**src/rtl/panda_risc_v_imem_fetch_queue_if.sv**
```systemverilog
// Bundles the fetch controller's instruction-memory request/response channel
// and its fetch-result channel toward decode.
interface panda_risc_v_imem_fetch_queue_if #(
  parameter int unsigned PREDEC_W = 64
);

  // instruction-memory request channel
  logic [31:0]         imem_req_addr;
  logic                imem_req_valid;
  logic                imem_req_ready;

  // instruction-memory response channel (in request order)
  logic [31:0]         imem_resp_rdata;
  logic [1:0]          imem_resp_err;
  logic                imem_resp_valid;

  // fetch-result channel toward decode
  logic [31:0]         if_res_pc;
  logic [31:0]         if_res_inst;
  logic [PREDEC_W-1:0] if_res_predec;
  logic [3:0]          if_res_msg;
  logic                if_res_valid;
  logic                if_res_ready;

  // fetch controller side
  modport master (
    output imem_req_addr,
    output imem_req_valid,
    input  imem_req_ready,
    input  imem_resp_rdata,
    input  imem_resp_err,
    input  imem_resp_valid,
    output if_res_pc,
    output if_res_inst,
    output if_res_predec,
    output if_res_msg,
    output if_res_valid,
    input  if_res_ready
  );

  // bus control unit / decode side
  modport slave (
    input  imem_req_addr,
    input  imem_req_valid,
    output imem_req_ready,
    output imem_resp_rdata,
    output imem_resp_err,
    output imem_resp_valid,
    input  if_res_pc,
    input  if_res_inst,
    input  if_res_predec,
    input  if_res_msg,
    input  if_res_valid,
    output if_res_ready
  );

endinterface

```
**src/rtl/panda_risc_v_imem_fetch_queue.sv**
```systemverilog
// IFU fetch controller: issues instruction fetches, bounds outstanding work to
// OUTS_MAX, discards responses made stale by reset/flush redirects and buffers
// good responses in a fetch-result FIFO for decode.
module panda_risc_v_imem_fetch_queue #(
  parameter int unsigned OUTS_MAX         = 4,
  parameter int unsigned PREDEC_W         = 64,
  parameter int          simulation_delay = 1
) (
  input  logic                       clk,
  input  logic                       resetn,

  input  logic                       rst_req,
  input  logic                       flush_req,
  input  logic [31:0]                flush_addr,
  output logic                       to_rst,
  output logic                       to_flush,
  output logic [31:0]                flush_addr_hold,

  output logic [31:0]                now_pc,
  input  logic [31:0]                new_pc,
  input  logic                       to_jump,
  output logic [31:0]                now_inst,
  input  logic [PREDEC_W-1:0]        predec_msg,
  input  logic                       illegal_inst,
  input  logic                       issue_hold,
  output logic                       vld_inst_gotten,

  output logic [$clog2(OUTS_MAX):0]  outs_cnt,

  panda_risc_v_imem_fetch_queue_if.master bus
);

  localparam int unsigned AW = $clog2(OUTS_MAX);
  localparam int unsigned CW = AW + 1;

  // Elaboration-time parameter sanity check
  if (OUTS_MAX < 2 || OUTS_MAX > 8 || (OUTS_MAX & (OUTS_MAX - 1)) != 0 ||
      simulation_delay < 0) begin : g_param_chk
    $error("panda_risc_v_imem_fetch_queue: OUTS_MAX must be a power of 2 in 2..8");
  end

  typedef struct packed {
    logic                to_jump;
    logic                illegal;
    logic [1:0]          err;
    logic [PREDEC_W-1:0] predec;
    logic [31:0]         inst;
    logic [31:0]         pc;
  } fq_entry_t;

  // redirect stretching
  logic                r_rst_pend;
  logic                r_flush_pend;
  logic [31:0]         r_flush_addr;

  // common pending: a good instruction whose follow-on fetch is not yet accepted
  logic                r_cpend;
  logic [31:0]         r_rdata;

  // in-flight tracking (PC + suppress queue)
  logic [31:0]         r_now_pc;
  logic [31:0]         r_pcq [OUTS_MAX];
  logic [OUTS_MAX-1:0] r_supq;
  logic [AW-1:0]       r_pcq_wptr;
  logic [AW-1:0]       r_pcq_rptr;

  // fetch-result FIFO, pointers carry one wrap bit
  fq_entry_t           r_fifo [OUTS_MAX];
  logic [CW-1:0]       r_fifo_wptr;
  logic [CW-1:0]       r_fifo_rptr;

  logic [CW-1:0]       r_outs_cnt;

  logic                w_clr;
  logic                w_acc;
  logic                w_pop;
  logic                w_vld;
  logic                w_sup_resp;
  logic                w_req_valid;
  logic                w_res_valid;
  logic [CW-1:0]       w_fifo_cnt;
  logic                w_fifo_empty;
  logic                w_fifo_full;
  logic [CW-1:0]       w_cnt_nxt;
  fq_entry_t           w_wr_entry;
  fq_entry_t           w_rd_entry;

  assign w_clr        = rst_req | flush_req;
  assign w_acc        = w_req_valid & bus.imem_req_ready;

  assign w_fifo_cnt   = r_fifo_wptr - r_fifo_rptr;
  assign w_fifo_empty = (w_fifo_cnt == '0);
  assign w_fifo_full  = (w_fifo_cnt == CW'(OUTS_MAX));

  // A response is good unless its request predates a redirect
  assign w_vld        = bus.imem_resp_valid & ~r_supq[r_pcq_rptr] & ~w_clr;
  assign w_sup_resp   = bus.imem_resp_valid & ~w_vld;

  assign w_res_valid  = ~w_fifo_empty & ~w_clr;
  assign w_pop        = w_res_valid & bus.if_res_ready;

  assign to_rst          = rst_req | r_rst_pend;
  assign to_flush        = flush_req | r_flush_pend;
  assign flush_addr_hold = r_flush_pend ? r_flush_addr : flush_addr;

  // Redirects always issue; otherwise one fetch per received instruction
  assign w_req_valid = (r_outs_cnt < CW'(OUTS_MAX)) &
                       (to_rst | to_flush | ((w_vld | r_cpend) & ~issue_hold));

  assign now_inst        = r_cpend ? r_rdata : bus.imem_resp_rdata;
  assign now_pc          = r_now_pc;
  assign vld_inst_gotten = w_vld;
  assign outs_cnt        = r_outs_cnt;

  assign bus.imem_req_addr  = new_pc;
  assign bus.imem_req_valid = w_req_valid;

  assign w_rd_entry        = r_fifo[r_fifo_rptr[AW-1:0]];
  assign bus.if_res_valid  = w_res_valid;
  assign bus.if_res_pc     = w_rd_entry.pc;
  assign bus.if_res_inst   = w_rd_entry.inst;
  assign bus.if_res_predec = w_rd_entry.predec;
  assign bus.if_res_msg    = {w_rd_entry.to_jump, w_rd_entry.illegal, w_rd_entry.err};

  // Assemble the FIFO write payload from the current response and pre-decode
  always_comb begin
    w_wr_entry         = '0;
    w_wr_entry.to_jump = to_jump;
    w_wr_entry.illegal = illegal_inst;
    w_wr_entry.err     = bus.imem_resp_err;
    w_wr_entry.predec  = predec_msg;
    w_wr_entry.inst    = bus.imem_resp_rdata;
    w_wr_entry.pc      = r_pcq[r_pcq_rptr];
  end

  // Next outstanding count: new fetch in, popped or discarded work out
  always_comb begin
    w_cnt_nxt = r_outs_cnt + CW'(w_acc) - CW'(w_pop) - CW'(w_sup_resp);
    if (w_clr) begin
      w_cnt_nxt = w_cnt_nxt - w_fifo_cnt;
    end
  end

  // Hold reset/flush redirects until the redirect fetch is accepted
  always_ff @(posedge clk or negedge resetn) begin
    if (!resetn) begin
      r_rst_pend   <= 1'b0;
      r_flush_pend <= 1'b0;
      r_flush_addr <= '0;
    end else begin
      r_rst_pend   <= (r_rst_pend | rst_req) & ~w_acc;
      r_flush_pend <= (r_flush_pend | flush_req) & ~w_acc;
      if (flush_req) begin
        r_flush_addr <= flush_addr;
      end
    end
  end

  // Keep the last response word and track an instruction awaiting its follow-on fetch
  always_ff @(posedge clk or negedge resetn) begin
    if (!resetn) begin
      r_cpend <= 1'b0;
      r_rdata <= '0;
    end else begin
      if (bus.imem_resp_valid) begin
        r_rdata <= bus.imem_resp_rdata;
      end
      if (w_vld & ~w_acc & ~to_rst & ~to_flush) begin
        r_cpend <= 1'b1;
      end else if (w_acc | w_clr) begin
        r_cpend <= 1'b0;
      end
    end
  end

  // PC and suppress queues for in-flight fetches; a redirect marks all older entries stale
  always_ff @(posedge clk or negedge resetn) begin
    if (!resetn) begin
      r_now_pc   <= '0;
      r_pcq_wptr <= '0;
      r_pcq_rptr <= '0;
      r_supq     <= '0;
      for (int i = 0; i < int'(OUTS_MAX); i++) begin
        r_pcq[i] <= '0;
      end
    end else begin
      if (w_acc) begin
        r_now_pc          <= new_pc;
        r_pcq[r_pcq_wptr] <= new_pc;
        r_pcq_wptr        <= r_pcq_wptr + AW'(1);
      end
      if (bus.imem_resp_valid) begin
        r_pcq_rptr <= r_pcq_rptr + AW'(1);
      end
      // slots outside the in-flight window are rewritten on push, so marking them is harmless
      for (int i = 0; i < int'(OUTS_MAX); i++) begin
        if (w_acc && (AW'(i) == r_pcq_wptr)) begin
          r_supq[i] <= 1'b0;
        end else if (w_clr) begin
          r_supq[i] <= 1'b1;
        end
      end
    end
  end

  // Fetch-result FIFO; a redirect empties it in the same cycle
  always_ff @(posedge clk or negedge resetn) begin
    if (!resetn) begin
      r_fifo_wptr <= '0;
      r_fifo_rptr <= '0;
      for (int i = 0; i < int'(OUTS_MAX); i++) begin
        r_fifo[i] <= '0;
      end
    end else begin
      if (w_vld) begin
        r_fifo[r_fifo_wptr[AW-1:0]] <= w_wr_entry;
        r_fifo_wptr                 <= r_fifo_wptr + CW'(1);
      end
      if (w_clr) begin
        r_fifo_rptr <= r_fifo_wptr;
      end else if (w_pop) begin
        r_fifo_rptr <= r_fifo_rptr + CW'(1);
      end
    end
  end

  // Outstanding fetch counter (in flight + buffered)
  always_ff @(posedge clk or negedge resetn) begin
    if (!resetn) begin
      r_outs_cnt <= '0;
    end else begin
      r_outs_cnt <= w_cnt_nxt;
    end
  end

  // The outstanding limit guarantees room for every good response
  a_no_overflow: assert property (@(posedge clk) disable iff (!resetn)
                                  w_vld |-> (!w_fifo_full || w_pop))
    else $error("fetch-result FIFO written while full");

endmodule
```
**src/flat_wrapper.sv**
```systemverilog
// flat-port wrapper written by rule: the top's interface ports become plain ports
module panda_risc_v_imem_fetch_queue_flat 
#(
  parameter int unsigned OUTS_MAX         = 4,
  parameter int unsigned PREDEC_W         = 64,
  parameter int          simulation_delay = 1
)
  (clk, resetn, rst_req, flush_req, flush_addr, to_rst, to_flush, flush_addr_hold, now_pc, new_pc, to_jump, now_inst, predec_msg, illegal_inst, issue_hold, vld_inst_gotten, outs_cnt, bus_imem_req_addr, bus_imem_req_valid, bus_imem_req_ready, bus_imem_resp_rdata, bus_imem_resp_err, bus_imem_resp_valid, bus_if_res_pc, bus_if_res_inst, bus_if_res_predec, bus_if_res_msg, bus_if_res_valid, bus_if_res_ready);
  panda_risc_v_imem_fetch_queue_if #(.PREDEC_W(PREDEC_W)) bus_i ();
  input  logic clk;
  input  logic resetn;
  input  logic rst_req;
  input  logic flush_req;
  input  logic [31:0] flush_addr;
  output logic to_rst;
  output logic to_flush;
  output logic [31:0] flush_addr_hold;
  output logic [31:0] now_pc;
  input  logic [31:0] new_pc;
  input  logic to_jump;
  output logic [31:0] now_inst;
  input  logic [PREDEC_W-1:0] predec_msg;
  input  logic illegal_inst;
  input  logic issue_hold;
  output logic vld_inst_gotten;
  output logic [$clog2(OUTS_MAX):0] outs_cnt;
  output wire logic [$bits(bus_i.imem_req_addr)-1:0] bus_imem_req_addr;
  output wire logic [$bits(bus_i.imem_req_valid)-1:0] bus_imem_req_valid;
  input wire logic [$bits(bus_i.imem_req_ready)-1:0] bus_imem_req_ready;
  input wire logic [$bits(bus_i.imem_resp_rdata)-1:0] bus_imem_resp_rdata;
  input wire logic [$bits(bus_i.imem_resp_err)-1:0] bus_imem_resp_err;
  input wire logic [$bits(bus_i.imem_resp_valid)-1:0] bus_imem_resp_valid;
  output wire logic [$bits(bus_i.if_res_pc)-1:0] bus_if_res_pc;
  output wire logic [$bits(bus_i.if_res_inst)-1:0] bus_if_res_inst;
  output wire logic [$bits(bus_i.if_res_predec)-1:0] bus_if_res_predec;
  output wire logic [$bits(bus_i.if_res_msg)-1:0] bus_if_res_msg;
  output wire logic [$bits(bus_i.if_res_valid)-1:0] bus_if_res_valid;
  input wire logic [$bits(bus_i.if_res_ready)-1:0] bus_if_res_ready;
  assign bus_imem_req_addr = bus_i.imem_req_addr;
  assign bus_imem_req_valid = bus_i.imem_req_valid;
  assign bus_i.imem_req_ready = bus_imem_req_ready;
  assign bus_i.imem_resp_rdata = bus_imem_resp_rdata;
  assign bus_i.imem_resp_err = bus_imem_resp_err;
  assign bus_i.imem_resp_valid = bus_imem_resp_valid;
  assign bus_if_res_pc = bus_i.if_res_pc;
  assign bus_if_res_inst = bus_i.if_res_inst;
  assign bus_if_res_predec = bus_i.if_res_predec;
  assign bus_if_res_msg = bus_i.if_res_msg;
  assign bus_if_res_valid = bus_i.if_res_valid;
  assign bus_i.if_res_ready = bus_if_res_ready;
  panda_risc_v_imem_fetch_queue #(.OUTS_MAX(OUTS_MAX), .PREDEC_W(PREDEC_W), .simulation_delay(simulation_delay)) u_core (.clk(clk), .resetn(resetn), .rst_req(rst_req), .flush_req(flush_req), .flush_addr(flush_addr), .to_rst(to_rst), .to_flush(to_flush), .flush_addr_hold(flush_addr_hold), .now_pc(now_pc), .new_pc(new_pc), .to_jump(to_jump), .now_inst(now_inst), .predec_msg(predec_msg), .illegal_inst(illegal_inst), .issue_hold(issue_hold), .vld_inst_gotten(vld_inst_gotten), .outs_cnt(outs_cnt), .bus(bus_i));
endmodule
```
**config.mk**
```make
export PLATFORM = sky130hd
export DESIGN_NAME = panda_risc_v_imem_fetch_queue_flat
export DESIGN_NICKNAME = d
export VERILOG_FILES = /design/src/rtl/panda_risc_v_imem_fetch_queue_if.sv /design/src/rtl/panda_risc_v_imem_fetch_queue.sv /design/src/flat_wrapper.sv
export SDC_FILE = /design/constraint.sdc
export NUM_CORES = 1
export LEC_CHECK = 0
export CORE_UTILIZATION = 51
export DETAILED_ROUTE_END_ITERATION = 16
export PLACE_DENSITY = 0.78
export SYNTH_ARGS = -nofsm -noshare
export SYNTH_HDL_FRONTEND = slang
export SYNTH_SLANG_ARGS = --single-unit
```
**constraint.sdc**
```tcl
create_clock -name clk -period 3.3 [get_ports clk]
set_clock_uncertainty 0.05 [all_clocks]
set_input_delay 0.66 -clock clk [delete_from_list [all_inputs] [get_ports clk]]
set_output_delay 0.66 -clock clk [all_outputs]
set_load 0.05 [all_outputs]
```
======== After elaboration in Yosys (flattened, before gate mapping) ========
Cells that the tools add are included.
operators by class
  $add $sub $neg .......................... 9
  $mul .................................... 0
  divide/modulo/power cells ............... 0
  order comparisons ....................... 8
  eq/ne operators ......................... 3
  shift-type cells ........................ 0
  mux-type cells .......................... 26
  bitwise logic cells ..................... 32
  reductions and logical operators ........ 14
operators with widths
  operator               count
  $bwmux W528            1
  $mux W132              3
  $bmux W132 S2          1
  $demux W132 S2         1
  $mux W32               5
  $bwmux W128            1
  $bmux W32 S2           1
  $demux W32 S2          1
  $and A1 B1 Y1          13
  $ge A3 B3 Y1 const B   4
  $not A2 Y3             4
  $reduce_bool A2 Y1     6
  $mux W3                3
  $mux W1                8
  $not A1 Y1             8
  $or A1 B1 Y1           7
  $add A3 B1 Y3 const B  2
  $logic_and A1 B1 Y1    6
  $lt A3 B1 Y1 const B   2
  $sub A3 B1 Y3          2
  $sub A3 B3 Y3          2
  $add A2 B1 Y2 const B  2
  $eq A2 B2 Y1 const A   2
  $add A3 B1 Y3          1
  other kinds (6)        6
storage, ports and cells
  register bits after elaboration ......... 772
  latch bits .............................. 0
  bits in writable memories ............... 0
  ROM bits ................................ 0
  output and inout bits ................... 268
  word-level logic and storage cells ...... 135
  memories kept ........................... 0

======== Longest topological paths before layout ========
  word-level depth ........................ 15
  depth in mapped cells ................... 16

======== Worst setup path after synthesis ========
No wires, ideal clock.
  kind .................................... input to register
  start point ............................. in bus_imem_resp_valid
  end point ............................... reg u_core.r_outs_cnt[2], in the netlist u_core.outs_cnt[2]
  setup time .............................. 0.123 ns
  data arrival time ....................... 3.585 ns
  setup slack ............................. -0.459 ns
  cell stages on the path ................. 16
  path buffers ............................ 4
  cell sequence ........................... clkbuf_1 -> nand2_1 -> o22ai_2 -> buf_6 -> o31a_1 -> buf_4 -> buf_4 -> fa_1 -> ha_1 -> inv_1 -> ha_1 -> inv_1 -> fa_1 -> xor2_1 -> nor2_1 -> xnor2_1
on the way
  longest elaborated chain between the ends .. 12
  elaborated cells on any way between the ends .. 14
  those cells by class .................... add/sub (4); mux (1); bitwise (9)
RTL lines
  element                        RTL line                              source
  start, declared                flat_wrapper.sv:32                    input wire logic [$bits(bus_i.imem_resp_valid)-1:0] bus_imem_resp_valid;
  $and A1 B1 Y1 * (2 in series)  panda_risc_v_imem_fetch_queue.sv:96   assign w_vld = bus.imem_resp_valid & ~r_supq[r_pcq_rptr] & ~w_clr;
  $or A1 B1 Y1 *                 panda_risc_v_imem_fetch_queue.sv:108  (to_rst | to_flush | ((w_vld | r_cpend) & ~issue_hold));
  $and A1 B1 Y1 *                panda_risc_v_imem_fetch_queue.sv:108
  $or A1 B1 Y1 *                 panda_risc_v_imem_fetch_queue.sv:108
  $and A1 B1 Y1 *                panda_risc_v_imem_fetch_queue.sv:107  assign w_req_valid = (r_outs_cnt < CW'(OUTS_MAX)) &
  $and A1 B1 Y1 *                panda_risc_v_imem_fetch_queue.sv:89   assign w_acc = w_req_valid & bus.imem_req_ready;
  named net u_core.w_acc         panda_risc_v_imem_fetch_queue.sv:75   logic w_acc;
  $add A3 B1 Y3 *                panda_risc_v_imem_fetch_queue.sv:138  w_cnt_nxt = r_outs_cnt + CW'(w_acc) - CW'(w_pop) - CW'(w_sup_resp);
  $sub A3 B1 Y3 * (2 in series)  panda_risc_v_imem_fetch_queue.sv:138
  $sub A3 B3 Y3                  panda_risc_v_imem_fetch_queue.sv:140  w_cnt_nxt = w_cnt_nxt - w_fifo_cnt;
  $mux W3 *                      panda_risc_v_imem_fetch_queue.sv:139  if (w_clr) begin
  named net u_core.w_cnt_nxt[2]  panda_risc_v_imem_fetch_queue.sv:84   logic [CW-1:0] w_cnt_nxt;
  end signal, assigned           panda_risc_v_imem_fetch_queue.sv:232  r_outs_cnt <= w_cnt_nxt;
  end, declared                  panda_risc_v_imem_fetch_queue.sv:72   logic [CW-1:0] r_outs_cnt;
Mark *: on every way through the listed nets, which the timed path passes. The rest lies on a longest branch.
A chain may end at the register's enable or synchronous reset.

======== Worst setup path after layout ========
  start point ............................. reg u_core.r_fifo_rptr[0]
  end point ............................... reg u_core.r_outs_cnt[2], in the netlist u_core.outs_cnt[2]
on the way
  longest elaborated chain between the ends .. 9
RTL lines
  element                        RTL line                              source
  start, declared                panda_risc_v_imem_fetch_queue.sv:70   logic [CW-1:0] r_fifo_rptr;
  start signal, assigned         panda_risc_v_imem_fetch_queue.sv:220  r_fifo_rptr <= r_fifo_wptr;
  start signal, assigned         panda_risc_v_imem_fetch_queue.sv:222  r_fifo_rptr <= r_fifo_rptr + CW'(1);
  $sub A3 B3 Y3 *                panda_risc_v_imem_fetch_queue.sv:91   assign w_fifo_cnt = r_fifo_wptr - r_fifo_rptr;
  $logic_not A3 Y1               panda_risc_v_imem_fetch_queue.sv:92   assign w_fifo_empty = (w_fifo_cnt == '0);
  $not A1 Y1                     panda_risc_v_imem_fetch_queue.sv:99   assign w_res_valid = ~w_fifo_empty & ~w_clr;
  $and A1 B1 Y1                  panda_risc_v_imem_fetch_queue.sv:99
  $and A1 B1 Y1                  panda_risc_v_imem_fetch_queue.sv:100  assign w_pop = w_res_valid & bus.if_res_ready;
  $sub A3 B1 Y3 (2 in series)    panda_risc_v_imem_fetch_queue.sv:138
  $sub A3 B3 Y3                  panda_risc_v_imem_fetch_queue.sv:140
  $mux W3 *                      panda_risc_v_imem_fetch_queue.sv:139
  named net u_core.w_cnt_nxt[2]  panda_risc_v_imem_fetch_queue.sv:84
Marks and branches as above.

==> run metrics <==
drt pass-1 iters 4; number of I/O port buffers 439; cell type with the highest occurrence count on the critical path ha_4; final count of pins violating max slew 0; floorplan die width 265 um; hold bufs inserted after CTS 0; largest net degree at the start of global routing 87; Routability Congestion slightly below 0.8; Warnings, synthesis 0; Clock Latency Late Sink about 0.6 ns; share of async-settable or async-resettable flops after synthesis 100%; vertical die dimension 265 um; relative slew slack between 40% and 50%; DP Wirelength 52,400 um; signed area change from the synthesized netlist to the final layout 23.1%; global route total overflow 0; gate family responsible for the most delay along the worst path adder cells; clock network fraction of design power 24.0%; critical path peak fanout 2; number of endpoints failing setup at the final stage 1; transition time of the tightest slew-check pin 0.783 ns; power dissipated by switching net loads 0.0137 W; cell area after placement 40,500 um^2; proportion of power drawn by flip-flops and latches around a third; critical path's largest stage delay 0.52 ns; CTS Root Buffer Type clkbuf_16; maximum number of buffers from clock root to sink 3; top library cells by usage in the layout, fill and taps aside dfrtp_1, mux2_2, mux2_4, clkdlybuf4s50_1, buf_4; synth unique cells 33; DRC violation count after routing 0; area of all placed cells without fillers roughly 43,000 um^2; Worst Path Required 3.79 ns; total CTS buffers 82; top flip-flop cell by instance count after synthesis dfrtp_1; number of sinks on the clock net about 770; combined global-route utilization of all metal layers 24.0%; unrepaired setup endpoints after global routing true; wire length of the first global-routing pass around 130,000 um; internal power component ~0.025 W; number of global-route vias before repair 22.2k; Fmax 0.296 GHz; path category of the worst min-delay check input pin to async pin; count of H-tree levels built during CTS 3; number of flip-flops and latches in the synthesized netlist 772; category of the worst setup path launch point flip-flop; number of max-cap violations 0; net switching fraction of the power a little over a third; worst vdd ir 0.000629 V; IO Pins 440; layout cell share with drive strength beyond 1 52.9%; slowest cell on the critical path fa_1; Initial Utilization around 51%; area of the die 70,200 um^2; total power per unit cell area between 800 and 900 nW/um^2; arrival time worst endpoint 3.87 ns; Crit. End Element flip-flop; synthesized instance count approximately 2.0k; Post-synth EDFFs 0; TritonCTS clock tree done; routed wire length per instance 24.1 um; status finished, violations left; Syn Std Cell Area 35,300 um^2; logic depth of the worst path, buffers included 14; Final nets 2,656; area of the core region 68,600 um^2; number of vias in the routed layout 19.4k; worst setup slack after layout -0.0827 ns; number of hold violations in the final report 2; category of the most critical setup path flip-flop to flip-flop; Row Count 96; number of antenna violations at the first check in global routing 9; worst setup slack before clock tree synthesis -0.523 ns; Initial DRC Count 1,165; failing checks negative hold slack, negative setup slack; min Tclk post-route 3.38 ns; fraction of power consumed by combinational cells 40.7%; worst-path cell chain ha_4 -> fa_2 -> xor3_2 -> o21ai_4 -> or2_4 -> fa_1 -> ha_4 -> inv_4 -> ha_4 -> inv_2 -> fa_2 -> xor2_1 -> nor2_1 -> xnor2_1; buffering stage count on the worst path with inverters included 2; Post-Syn Area per Cell 17.5 um^2; ratio of routed vias to standard cells roughly 5.6; post-route antenna net violation count 0; total design power 0.0383 W; aggregate routed wire length 83,400 um; most common cell after layout, fill and taps aside dfrtp_1; final worst-path cycle share 103%; leak pwr approximately 21 nW; Reg clk slew, reported paths 0.06 ns; worst hold slack after final layout -0.0159 ns; Register-to-Register Setup Slack -0.08 ns; portion of the post-synthesis area used by sequential elements between 50% and 60%; synthesized net count 2,207; Worst Reg-to-Reg Cells 14
sequential cells by signal, indices dropped and copies added (netlist names), 2 cells and up:
| register | flops |
|---|---|
| u_core.now_pc | 32 |
| u_core.outs_cnt | 3 |
| u_core.r_fifo | 528 |
| u_core.r_fifo_rptr | 3 |
| u_core.r_fifo_wptr | 3 |
| u_core.r_flush_addr | 32 |
| u_core.r_pcq | 128 |
| u_core.r_pcq_rptr | 2 |
| u_core.r_pcq_wptr | 2 |
| u_core.r_rdata | 32 |
| u_core.r_supq | 4 |
cells by family (layout without fill, tap and decap cells):
kind of cell / after synthesis / in the layout / share of synthesized area [%]
AO/OA/AOI/OAI: 15 / 15 / 0.323
XOR/XNOR: 12 / 12 / 0.340
adder cells (fa/ha/maj): 17 / 17 / 0.667
buffers and inverters: 178 / 689 / 3.34
flip-flops: 772 / 772 / 54.7
multiplexers: 985 / 985 / 40.0
other: 0 / 1 / 0
AND/OR/NAND/NOR: 39 / 39 / 0.613
per-stage QoR:
stage                     setup TNS (ns)  instances  utilization [%]
final                            -0.0827       3461             63.3
after global routing               -1.30       3460             63.3
after CTS                         -13.85       3457             63.1
after detailed placement          -0.932       3309             59.0
after global placement            -0.855       3309             59.0
after floorplan                   -0.239       2018                -
layer usage:
| metal | global-route usage, % | wire, um | up-vias |
|---|---|---|---|
| li1 | - | - | 8315 |
| met1 | 30.9 | 34700 | 10504 |
| met2 | 40.4 | 42100 | 448 |
| met3 | 5.06 | 4120 | 165 |
| met4 | 8.22 | 2420 | 14 |
| met5 | 0 | 82 | - |
cells in the mapped netlist (13+ instances only):
cell type | n | area [um^2]
ha_1 | 14 | 175
buf_6 | 42 | 473
mux2_4 | 311 | 4670
mux2_2 | 430 | 4840
buf_1 | 13 | 48.8
clkbuf_1 | 27 | 101
mux2_1 | 79 | 890
nor2_1 | 17 | 63.8
dfrtp_1 | 772 | 19300
buf_2 | 46 | 230
inv_1 | 13 | 48.8
buf_4 | 37 | 278
mux4_2 | 164 | 3690
final cells by class:
type	count	area (um^2)
sequential	772	19300
tap	931	1160
fill	4769	25100
clock buffer	110	2310
timing repair buffer	530	5300
clock inverter	36	357
antenna	1	2.50
inverter	13	51.3
multi-input combinational	1068	14900
timing repair:
item	4_1_cts	5_1_grt
pin swaps	12	10
gates cloned	1	3
buffers inserted	1	0
resized for setup	26	28
endpoints found under the hold margin	0	0
endpoints found under the setup margin	158	141
final timing paths:
| path | start | end |
|---|---|---|
| hold / removal | resetn | u_core.r_fifo[436]$_DFFE_PN0P_ |
| max in group asynchronous | resetn | u_core.r_pcq[26]$_DFFE_PN0P_ |
| setup reg to reg | u_core.r_fifo_rptr[0]$_DFFE_PN0P_ | u_core.outs_cnt[2]$_DFF_PN0_ |
| hold reg to reg | u_core.r_pcq[21]$_DFFE_PN0P_ | u_core.r_pcq[21]$_DFFE_PN0P_ |
| min in group clk | bus_imem_resp_valid | u_core.r_pcq_rptr[1]$_DFFE_PN0P_ |
| setup / recovery | u_core.r_fifo_rptr[0]$_DFFE_PN0P_ | u_core.outs_cnt[2]$_DFF_PN0_ |
power groups by stage:
stage | registers (W) | clock network [W] | logic [W]
after floorplan | 0.0139 | 0 | 0.0103
after global placement | 0.0133 | 0 | 0.0149
after detailed placement | 0.0136 | 0 | 0.0152
after CTS | 0.0135 | 0.00939 | 0.0155
after global routing | 0.0138 | 0.00975 | 0.0164
final | 0.0135 | 0.00917 | 0.0156
Note: power is estimated with default switching activity, not from simulation.
